<file path="config.mk">
export PLATFORM = sky130hd
export DESIGN_NAME = odd_multiple_combiner_flat
export DESIGN_NICKNAME = d
export VERILOG_FILES = /design/src/rtl/odd_multiple_combiner_if.sv /design/src/rtl/odd_multiple_combiner.sv /design/src/flat_wrapper.sv
export SDC_FILE = /design/constraint.sdc
export NUM_CORES = 1
export LEC_CHECK = 0
export ABC_AREA = 1
export CORE_AREA = 2 2 131 228
export CTS_CLUSTER_SIZE = 10
export DETAILED_ROUTE_END_ITERATION = 16
export DIE_AREA = 0 0 133 230
export PLACE_DENSITY = 0.78
export SLEW_MARGIN = 25
export SYNTH_ARGS = -nofsm -noshare
export SYNTH_HDL_FRONTEND = slang
export SYNTH_SLANG_ARGS = --single-unit
</file>
<file path="constraint.sdc">
create_clock -name clk -period 3.68 [get_ports clk]
set_input_delay 0.552 -clock clk [delete_from_list [all_inputs] [get_ports clk]]
set_output_delay 0.552 -clock clk [all_outputs]
set_load 0.02 [all_outputs]
</file>
<file path="src/rtl/odd_multiple_combiner_if.sv">
// Request/response bundle between the odd-multiple splitter side and the combiner.
// The master drives requests and out_ready; the slave (combiner) returns the product.
interface odd_multiple_combiner_if #(
    parameter int MULT_WIDTH     = 21,
    parameter int COEF_WIDTH     = 16,
    parameter int OUT_DATA_WIDTH = 33
);
    logic                      in_valid;
    logic                      in_ready;
    logic [MULT_WIDTH-1:0]     in_mult1;
    logic [MULT_WIDTH-1:0]     in_mult2;
    logic [MULT_WIDTH-1:0]     in_mult3;
    logic [MULT_WIDTH-1:0]     in_mult4;
    logic [MULT_WIDTH-1:0]     in_mult5;
    logic [MULT_WIDTH-1:0]     in_mult6;
    logic [MULT_WIDTH-1:0]     in_mult7;
    logic [MULT_WIDTH-1:0]     in_mult8;
    logic [COEF_WIDTH-1:0]     in_coef;
    logic                      out_valid;
    logic                      out_ready;
    logic [OUT_DATA_WIDTH-1:0] out_data;
    logic                      busy;

    modport master (
        output in_valid, in_mult1, in_mult2, in_mult3, in_mult4,
               in_mult5, in_mult6, in_mult7, in_mult8, in_coef, out_ready,
        input  in_ready, out_valid, out_data, busy
    );

    modport slave (
        input  in_valid, in_mult1, in_mult2, in_mult3, in_mult4,
               in_mult5, in_mult6, in_mult7, in_mult8, in_coef, out_ready,
        output in_ready, out_valid, out_data, busy
    );
endinterface

</file>
<file path="src/rtl/odd_multiple_combiner.sv">
// Shift-add multiplier: rebuilds x*coef one coefficient nibble per clock by
// selecting one of the eight precomputed odd multiples and shifting it into place.
module odd_multiple_combiner #(
    parameter int IN_DATA_WIDTH  = 17,
    parameter int MULT_WIDTH     = 21,
    parameter int COEF_WIDTH     = 16,
    parameter int OUT_DATA_WIDTH = 33
) (
    input  logic                   clk,
    input  logic                   rst_n,
    odd_multiple_combiner_if.slave bus
);
    localparam int NUM_NIB = COEF_WIDTH / 4;
    localparam int IDX_W   = (NUM_NIB > 1) ? $clog2(NUM_NIB) : 1;
    localparam int SH_W    = (COEF_WIDTH > 2) ? $clog2(COEF_WIDTH) : 2;

    localparam logic [1:0] ST_IDLE = 2'd0;
    localparam logic [1:0] ST_MUL  = 2'd1;
    localparam logic [1:0] ST_DONE = 2'd2;

    // Nibble v = m * 2^k with m odd; returns {k, (m-1)/2}. Caller gates v == 0.
    function automatic logic [4:0] decode_nibble(input logic [3:0] v);
        logic [1:0] k;
        logic [3:0] m;
        if (v[0]) begin
            k = 2'd0;
        end else if (v[1]) begin
            k = 2'd1;
        end else if (v[2]) begin
            k = 2'd2;
        end else begin
            k = 2'd3;
        end
        m = v >> k;
        return {k, 3'(m >> 1)};
    endfunction

    logic [1:0]                state_r;
    logic [IDX_W-1:0]          idx_r;
    logic [OUT_DATA_WIDTH-1:0] acc_r;
    logic [COEF_WIDTH-1:0]     coef_r;
    logic [MULT_WIDTH-1:0]     mult_r [8];
    logic [OUT_DATA_WIDTH-1:0] out_data_r;
    logic                      out_valid_r;
    logic                      in_ready_r;
    logic                      busy_r;

    logic [COEF_WIDTH-1:0]     coef_shift_s;
    logic [3:0]                nib_s;
    logic [4:0]                dec_s;
    logic [SH_W-1:0]           shamt_s;
    logic [OUT_DATA_WIDTH-1:0] addend_s;
    logic [OUT_DATA_WIDTH-1:0] sum_s;

    // Current nibble's partial product and the running sum it produces.
    always_comb begin
        coef_shift_s = coef_r >> {idx_r, 2'b00};
        nib_s        = coef_shift_s[3:0];
        dec_s        = decode_nibble(nib_s);
        shamt_s      = SH_W'({idx_r, 2'b00}) + SH_W'(dec_s[4:3]);
        if (nib_s != 4'd0) begin
            addend_s = OUT_DATA_WIDTH'(mult_r[dec_s[2:0]]) << shamt_s;
        end else begin
            addend_s = {OUT_DATA_WIDTH{1'b0}};
        end
        sum_s = acc_r + addend_s;
    end

    // Control FSM, operand capture, accumulation and registered outputs.
    always_ff @(posedge clk or negedge rst_n) begin
        if (!rst_n) begin
            state_r     <= ST_IDLE;
            idx_r       <= {IDX_W{1'b0}};
            acc_r       <= {OUT_DATA_WIDTH{1'b0}};
            coef_r      <= {COEF_WIDTH{1'b0}};
            out_data_r  <= {OUT_DATA_WIDTH{1'b0}};
            out_valid_r <= 1'b0;
            in_ready_r  <= 1'b1;
            busy_r      <= 1'b0;
            for (int i = 0; i < 8; i++) begin
                mult_r[i] <= {MULT_WIDTH{1'b0}};
            end
        end else begin
            case (state_r)
                ST_IDLE: begin
                    if (bus.in_valid) begin
                        mult_r[0]  <= bus.in_mult1;
                        mult_r[1]  <= bus.in_mult2;
                        mult_r[2]  <= bus.in_mult3;
                        mult_r[3]  <= bus.in_mult4;
                        mult_r[4]  <= bus.in_mult5;
                        mult_r[5]  <= bus.in_mult6;
                        mult_r[6]  <= bus.in_mult7;
                        mult_r[7]  <= bus.in_mult8;
                        coef_r     <= bus.in_coef;
                        acc_r      <= {OUT_DATA_WIDTH{1'b0}};
                        idx_r      <= {IDX_W{1'b0}};
                        state_r    <= ST_MUL;
                        in_ready_r <= 1'b0;
                        busy_r     <= 1'b1;
                    end
                end
                ST_MUL: begin
                    acc_r <= sum_s;
                    if (idx_r == IDX_W'(NUM_NIB - 1)) begin
                        out_data_r  <= sum_s;
                        out_valid_r <= 1'b1;
                        state_r     <= ST_DONE;
                    end else begin
                        idx_r <= idx_r + IDX_W'(1);
                    end
                end
                ST_DONE: begin
                    if (bus.out_ready) begin
                        out_valid_r <= 1'b0;
                        state_r     <= ST_IDLE;
                        in_ready_r  <= 1'b1;
                        busy_r      <= 1'b0;
                    end
                end
                default: begin
                    state_r     <= ST_IDLE;
                    out_valid_r <= 1'b0;
                    in_ready_r  <= 1'b1;
                    busy_r      <= 1'b0;
                end
            endcase
        end
    end

    assign bus.in_ready  = in_ready_r;
    assign bus.out_valid = out_valid_r;
    assign bus.out_data  = out_data_r;
    assign bus.busy      = busy_r;
endmodule

</file>
<file path="src/flat_wrapper.sv">
// flat-port wrapper written by rule: the top's interface ports become plain ports
module odd_multiple_combiner_flat 
#(
    parameter int IN_DATA_WIDTH  = 17,
    parameter int MULT_WIDTH     = 21,
    parameter int COEF_WIDTH     = 16,
    parameter int OUT_DATA_WIDTH = 33
)
  (clk, rst_n, bus_in_valid, bus_in_mult1, bus_in_mult2, bus_in_mult3, bus_in_mult4, bus_in_mult5, bus_in_mult6, bus_in_mult7, bus_in_mult8, bus_in_coef, bus_out_ready, bus_in_ready, bus_out_valid, bus_out_data, bus_busy);
  odd_multiple_combiner_if #(.MULT_WIDTH(MULT_WIDTH), .COEF_WIDTH(COEF_WIDTH), .OUT_DATA_WIDTH(OUT_DATA_WIDTH)) bus_i ();
  input  logic clk;
  input  logic rst_n;
  input wire logic [$bits(bus_i.in_valid)-1:0] bus_in_valid;
  input wire logic [$bits(bus_i.in_mult1)-1:0] bus_in_mult1;
  input wire logic [$bits(bus_i.in_mult2)-1:0] bus_in_mult2;
  input wire logic [$bits(bus_i.in_mult3)-1:0] bus_in_mult3;
  input wire logic [$bits(bus_i.in_mult4)-1:0] bus_in_mult4;
  input wire logic [$bits(bus_i.in_mult5)-1:0] bus_in_mult5;
  input wire logic [$bits(bus_i.in_mult6)-1:0] bus_in_mult6;
  input wire logic [$bits(bus_i.in_mult7)-1:0] bus_in_mult7;
  input wire logic [$bits(bus_i.in_mult8)-1:0] bus_in_mult8;
  input wire logic [$bits(bus_i.in_coef)-1:0] bus_in_coef;
  input wire logic [$bits(bus_i.out_ready)-1:0] bus_out_ready;
  output wire logic [$bits(bus_i.in_ready)-1:0] bus_in_ready;
  output wire logic [$bits(bus_i.out_valid)-1:0] bus_out_valid;
  output wire logic [$bits(bus_i.out_data)-1:0] bus_out_data;
  output wire logic [$bits(bus_i.busy)-1:0] bus_busy;
  assign bus_i.in_valid = bus_in_valid;
  assign bus_i.in_mult1 = bus_in_mult1;
  assign bus_i.in_mult2 = bus_in_mult2;
  assign bus_i.in_mult3 = bus_in_mult3;
  assign bus_i.in_mult4 = bus_in_mult4;
  assign bus_i.in_mult5 = bus_in_mult5;
  assign bus_i.in_mult6 = bus_in_mult6;
  assign bus_i.in_mult7 = bus_in_mult7;
  assign bus_i.in_mult8 = bus_in_mult8;
  assign bus_i.in_coef = bus_in_coef;
  assign bus_i.out_ready = bus_out_ready;
  assign bus_in_ready = bus_i.in_ready;
  assign bus_out_valid = bus_i.out_valid;
  assign bus_out_data = bus_i.out_data;
  assign bus_busy = bus_i.busy;
  odd_multiple_combiner #(.IN_DATA_WIDTH(IN_DATA_WIDTH), .MULT_WIDTH(MULT_WIDTH), .COEF_WIDTH(COEF_WIDTH), .OUT_DATA_WIDTH(OUT_DATA_WIDTH)) u_core (.clk(clk), .rst_n(rst_n), .bus(bus_i));
endmodule
</file>
==> flow_summary_export.csv <==
group,metric,value,unit
outcome,outcome,"finished, violations left",
outcome,violations,"setup timing",
route,drc,0,
final_layout,fin_area,18900,um2
timing,finalCriticalPeriod,4.35,ns
synthesis,syn_area,13900,um2
final_layout,area_growth,36.5,%
worst_hold_path,min_path_type,"input port to asynchronous set/reset pin",
synthesis,syn_avg_cell_area,7.41,um2
synthesis,async_flop_share,100,%
final_layout,diodes,0,
global_route,grt_antenna_before_repair,0,
synthesis,ys_top_cells_by_area,"dfrtp_1 (46%), nand2_1 (24%), nand3_1 (9.3%)",
route,wirelength,44300,um
clock_tree,cts_tree,"built",
worst_setup_path,start_kind,"flop",
worst_setup_path,cp_max_fo,24,
worst_setup_path,cp-end-kind,"flop",
placed_design,place_area,17600,um2
worst_setup_path,regToRegSetupSlack,-0.67,ns
floorplanning,die_w,133,um
timing,setup_slack,-0.667,ns
timing,finalCritPeriodShare,118,%
final_layout,final_common_cell,"nand2_1",
timing,rsz0062_at_grt,"true",
global_route,grt-ovfl-total,0,
clock_tree,cts_hold_buf,0,
timing,worst_pin_slew,0.857,ns
route,vias_per_cell,5.35,
final_layout,layout-drive-gt1-share,15.1,%
flow_run,cap_viol_max_count,0,
final_layout,fill_cells,2391,
synthesis,ys.flop_type,"dfrtp_1",
floorplanning,pin_count,224,
timing,finalHoldViolations,0,
floorplanning,die_y,230,um
route,first_iter_violations,1001,
synthesis,yosysWarnings,0,
synthesis,synth_nets,2095,
synthesis,synth_edf_count,0,
clock_tree,clockBufferDepth,3,
global_route,grt_use_total,29.3,%
timing,max-slew-margin-rel,42.9,%
worst_setup_path,worstPathArrival,4.78,ns
clock_tree,cts.clk_slew.worst_paths,0.06,ns
clock_tree,cts_buffers,29,
synthesis,synth_top_area_share,46.2,%
route,via_count,13900,
route,avgRoutedWirePerCell,17.1,um
worst_setup_path,reg2reg_depth,26,
route,ant_nets,0,
synthesis,yosysTopAreaCell,"dfrtp_1",
synthesis,ys_seq_elements,257,
floorplanning,die_area,30600,um2
placed_design,portBuffers,223,
timing,max_freq,230,MHz
final_layout,fin_nets,2429,
global_route,grt_pass1_vias,14200,
timing,skew,0.0165,ns
final_layout,final_cell_mix,"nand2_1 (888), dfrtp_1 (255), nand3_1 (241)",
clock_tree,clock-root-buffer,"clkbuf_16",
global_route,grt_max_degree,182,
floorplanning,start_util,48.5,%
clock_tree,cts_sinks,257,
timing,slew_violations,0,
worst_setup_path,crit_required,4.11,ns
global_route,grt_pass1_wl,71800,um
clock_tree,clk_latency,0.56,ns
final_layout,utilization,66.2,%
floorplanning,core-area,28600,um2
timing,finalSetupViolCount,52,
floorplanning,rows,82,
clock_tree,h-tree-depth,1,
synthesis,seq_area_frac_synth,46.4,%
synthesis,synthDistinctLibCells,46,
route,dr.pass1.iters,6,
synthesis,syn_inst,1873,
worst_setup_path,timing.rr.start,"u_core.idx_r[0]$_DFFE_PN0P_",
worst_setup_path,worst-setup-path-type,"flop to flop",
placed_design,place_hpwl,33000,um
worst_setup_path,reg2reg_to,"u_core.acc_r[27]$_DFFE_PN0P_",
placed_design,place_congestion,0.958,
==> critical path, stage by stage (launching register included) <==
cell     delay, ns
dfrtp_2       0.47
buf_6         0.15
nand2_1       0.08
nand3_2       0.10
nand2_4       0.12
nand2_2       0.08
nand2_4       0.09
nand2_8       0.08
buf_12        0.16
buf_4         0.14
nand2_1       0.05
nand3_1       0.07
nand3_1       0.20
nand3_1       0.14
nand3_1       0.11
inv_1         0.07
o21ai_0       0.24
o21ai_1       0.14
ha_1          0.35
a21oi_1       0.16
o21ai_0       0.11
a21oi_1       0.21
nand3_2       0.13
a21o_1        0.21
buf_4         0.14
or2_4         0.22
a32o_1        0.21
==> metrics by stage <==
stage | hold WS, ns | std cells | setup TNS [ns] | worst slack (ns)
6_report | 0.0297 | 2596 | -24.84 | -0.667
5_1_grt | 0.114 | 2596 | -39.20 | -0.916
4_1_cts | 0.0768 | 2594 | -23.23 | -0.619
3_5_place_dp | 0.464 | 2536 | -30.00 | -0.814
3_3_place_gp | 0.453 | 2536 | -28.22 | -0.793
2_1_floorplan | 0.256 | 1873 | -0.839 | -0.126
==> metal layers <==
layer,GRT usage (%),vias to the layer above,routed length (um)
li1,-,6741,-
met5,0,-,0
met4,16.3,0,2750
met2,54.7,482,23700
met3,2.78,142,1750
met1,32.2,6520,16100
==> worst max path at each step <==
stage	cells past startpoint	from	slack [ns]	end
2_1_floorplan	30	u_core.idx_r[0]$_DFFE_PN0P_	-0.13	u_core.acc_r[21]$_DFFE_PN0P_
3_3_place_gp	25	u_core.idx_r[0]$_DFFE_PN0P_	-0.79	u_core.acc_r[13]$_DFFE_PN0P_
3_5_place_dp	24	u_core.idx_r[0]$_DFFE_PN0P_	-0.81	u_core.acc_r[13]$_DFFE_PN0P_
4_1_cts	29	u_core.idx_r[0]$_DFFE_PN0P_	-0.62	u_core.acc_r[30]$_DFFE_PN0P_
5_1_grt	29	u_core.idx_r[0]$_DFFE_PN0P_	-0.92	u_core.acc_r[30]$_DFFE_PN0P_
6_report	26	u_core.idx_r[0]$_DFFE_PN0P_	-0.67	u_core.acc_r[27]$_DFFE_PN0P_
==> Yosys cell counts (2+ instances only) <==
cell	count
buf_2	24
nand2_1	896
clkinv_1	2
a21oi_2	6
nor3_1	3
inv_1	37
nor2_1	48
a31oi_1	8
inv_2	5
nand3_2	4
ha_1	33
or2_2	9
clkbuf_1	54
o21bai_1	3
o211ai_1	9
a21oi_1	45
nand4_1	6
a21boi_0	3
buf_1	4
a21o_1	4
o21ai_1	20
o21a_1	4
o21ai_0	65
buf_6	9
nand3_1	258
buf_4	7
xor2_1	9
xnor2_1	10
nand2_4	4
nand2_2	5
a32o_1	9
dfrtp_1	256
==> registers in the layout, indices dropped and copies added, names as in the netlist <==
register,flops
u_core.coef_r,16
u_core.state_r,2
u_core.idx_r,2
u_core.bus.out_valid,1
u_core.mult_r,168
u_core.bus.in_ready,1
u_core.acc_r,33
u_core.bus.busy,1
u_core.bus.out_data,33
==> kinds of logic (layout without fill, tap and decap cells) <==
| group | count (synthesis) | after routing | synth area share (%) |
|---|---|---|---|
| simple gates | 1235 | 1235 | 36.6 |
| flops | 257 | 257 | 46.4 |
| compound gates | 183 | 183 | 7.80 |
| buf+inv | 145 | 490 | 4.96 |
| fa+ha+maj | 34 | 34 | 3.12 |
| xor+xnor | 19 | 19 | 1.20 |
==> what timing repair did <==
| item | 4_1_cts | 5_1_grt |
|---|---|---|
| setup endpoints to repair | 53 | 58 |
| pin swaps | 45 | 25 |
| gates cloned | 2 | 0 |
| resized for setup | 66 | 38 |
| setup buffers | 15 | 2 |
==> cell type report <==
type / count / area [um2] / share of cell area [%]
multi-input combinational: 1471 / 7260 / 38.3
timing repair inverter: 1 / 7.51 / 0.0396
sequential: 257 / 6430 / 34.0
inverter: 44 / 180 / 0.951
tap: 378 / 473 / 2.50
clock buffer: 42 / 785 / 4.14
timing repair buffer: 403 / 3800 / 20.1
Power is left out: the tool's default activity adds up to more than one toggle a clock period on the data nets, which glitch-free logic cannot reach.
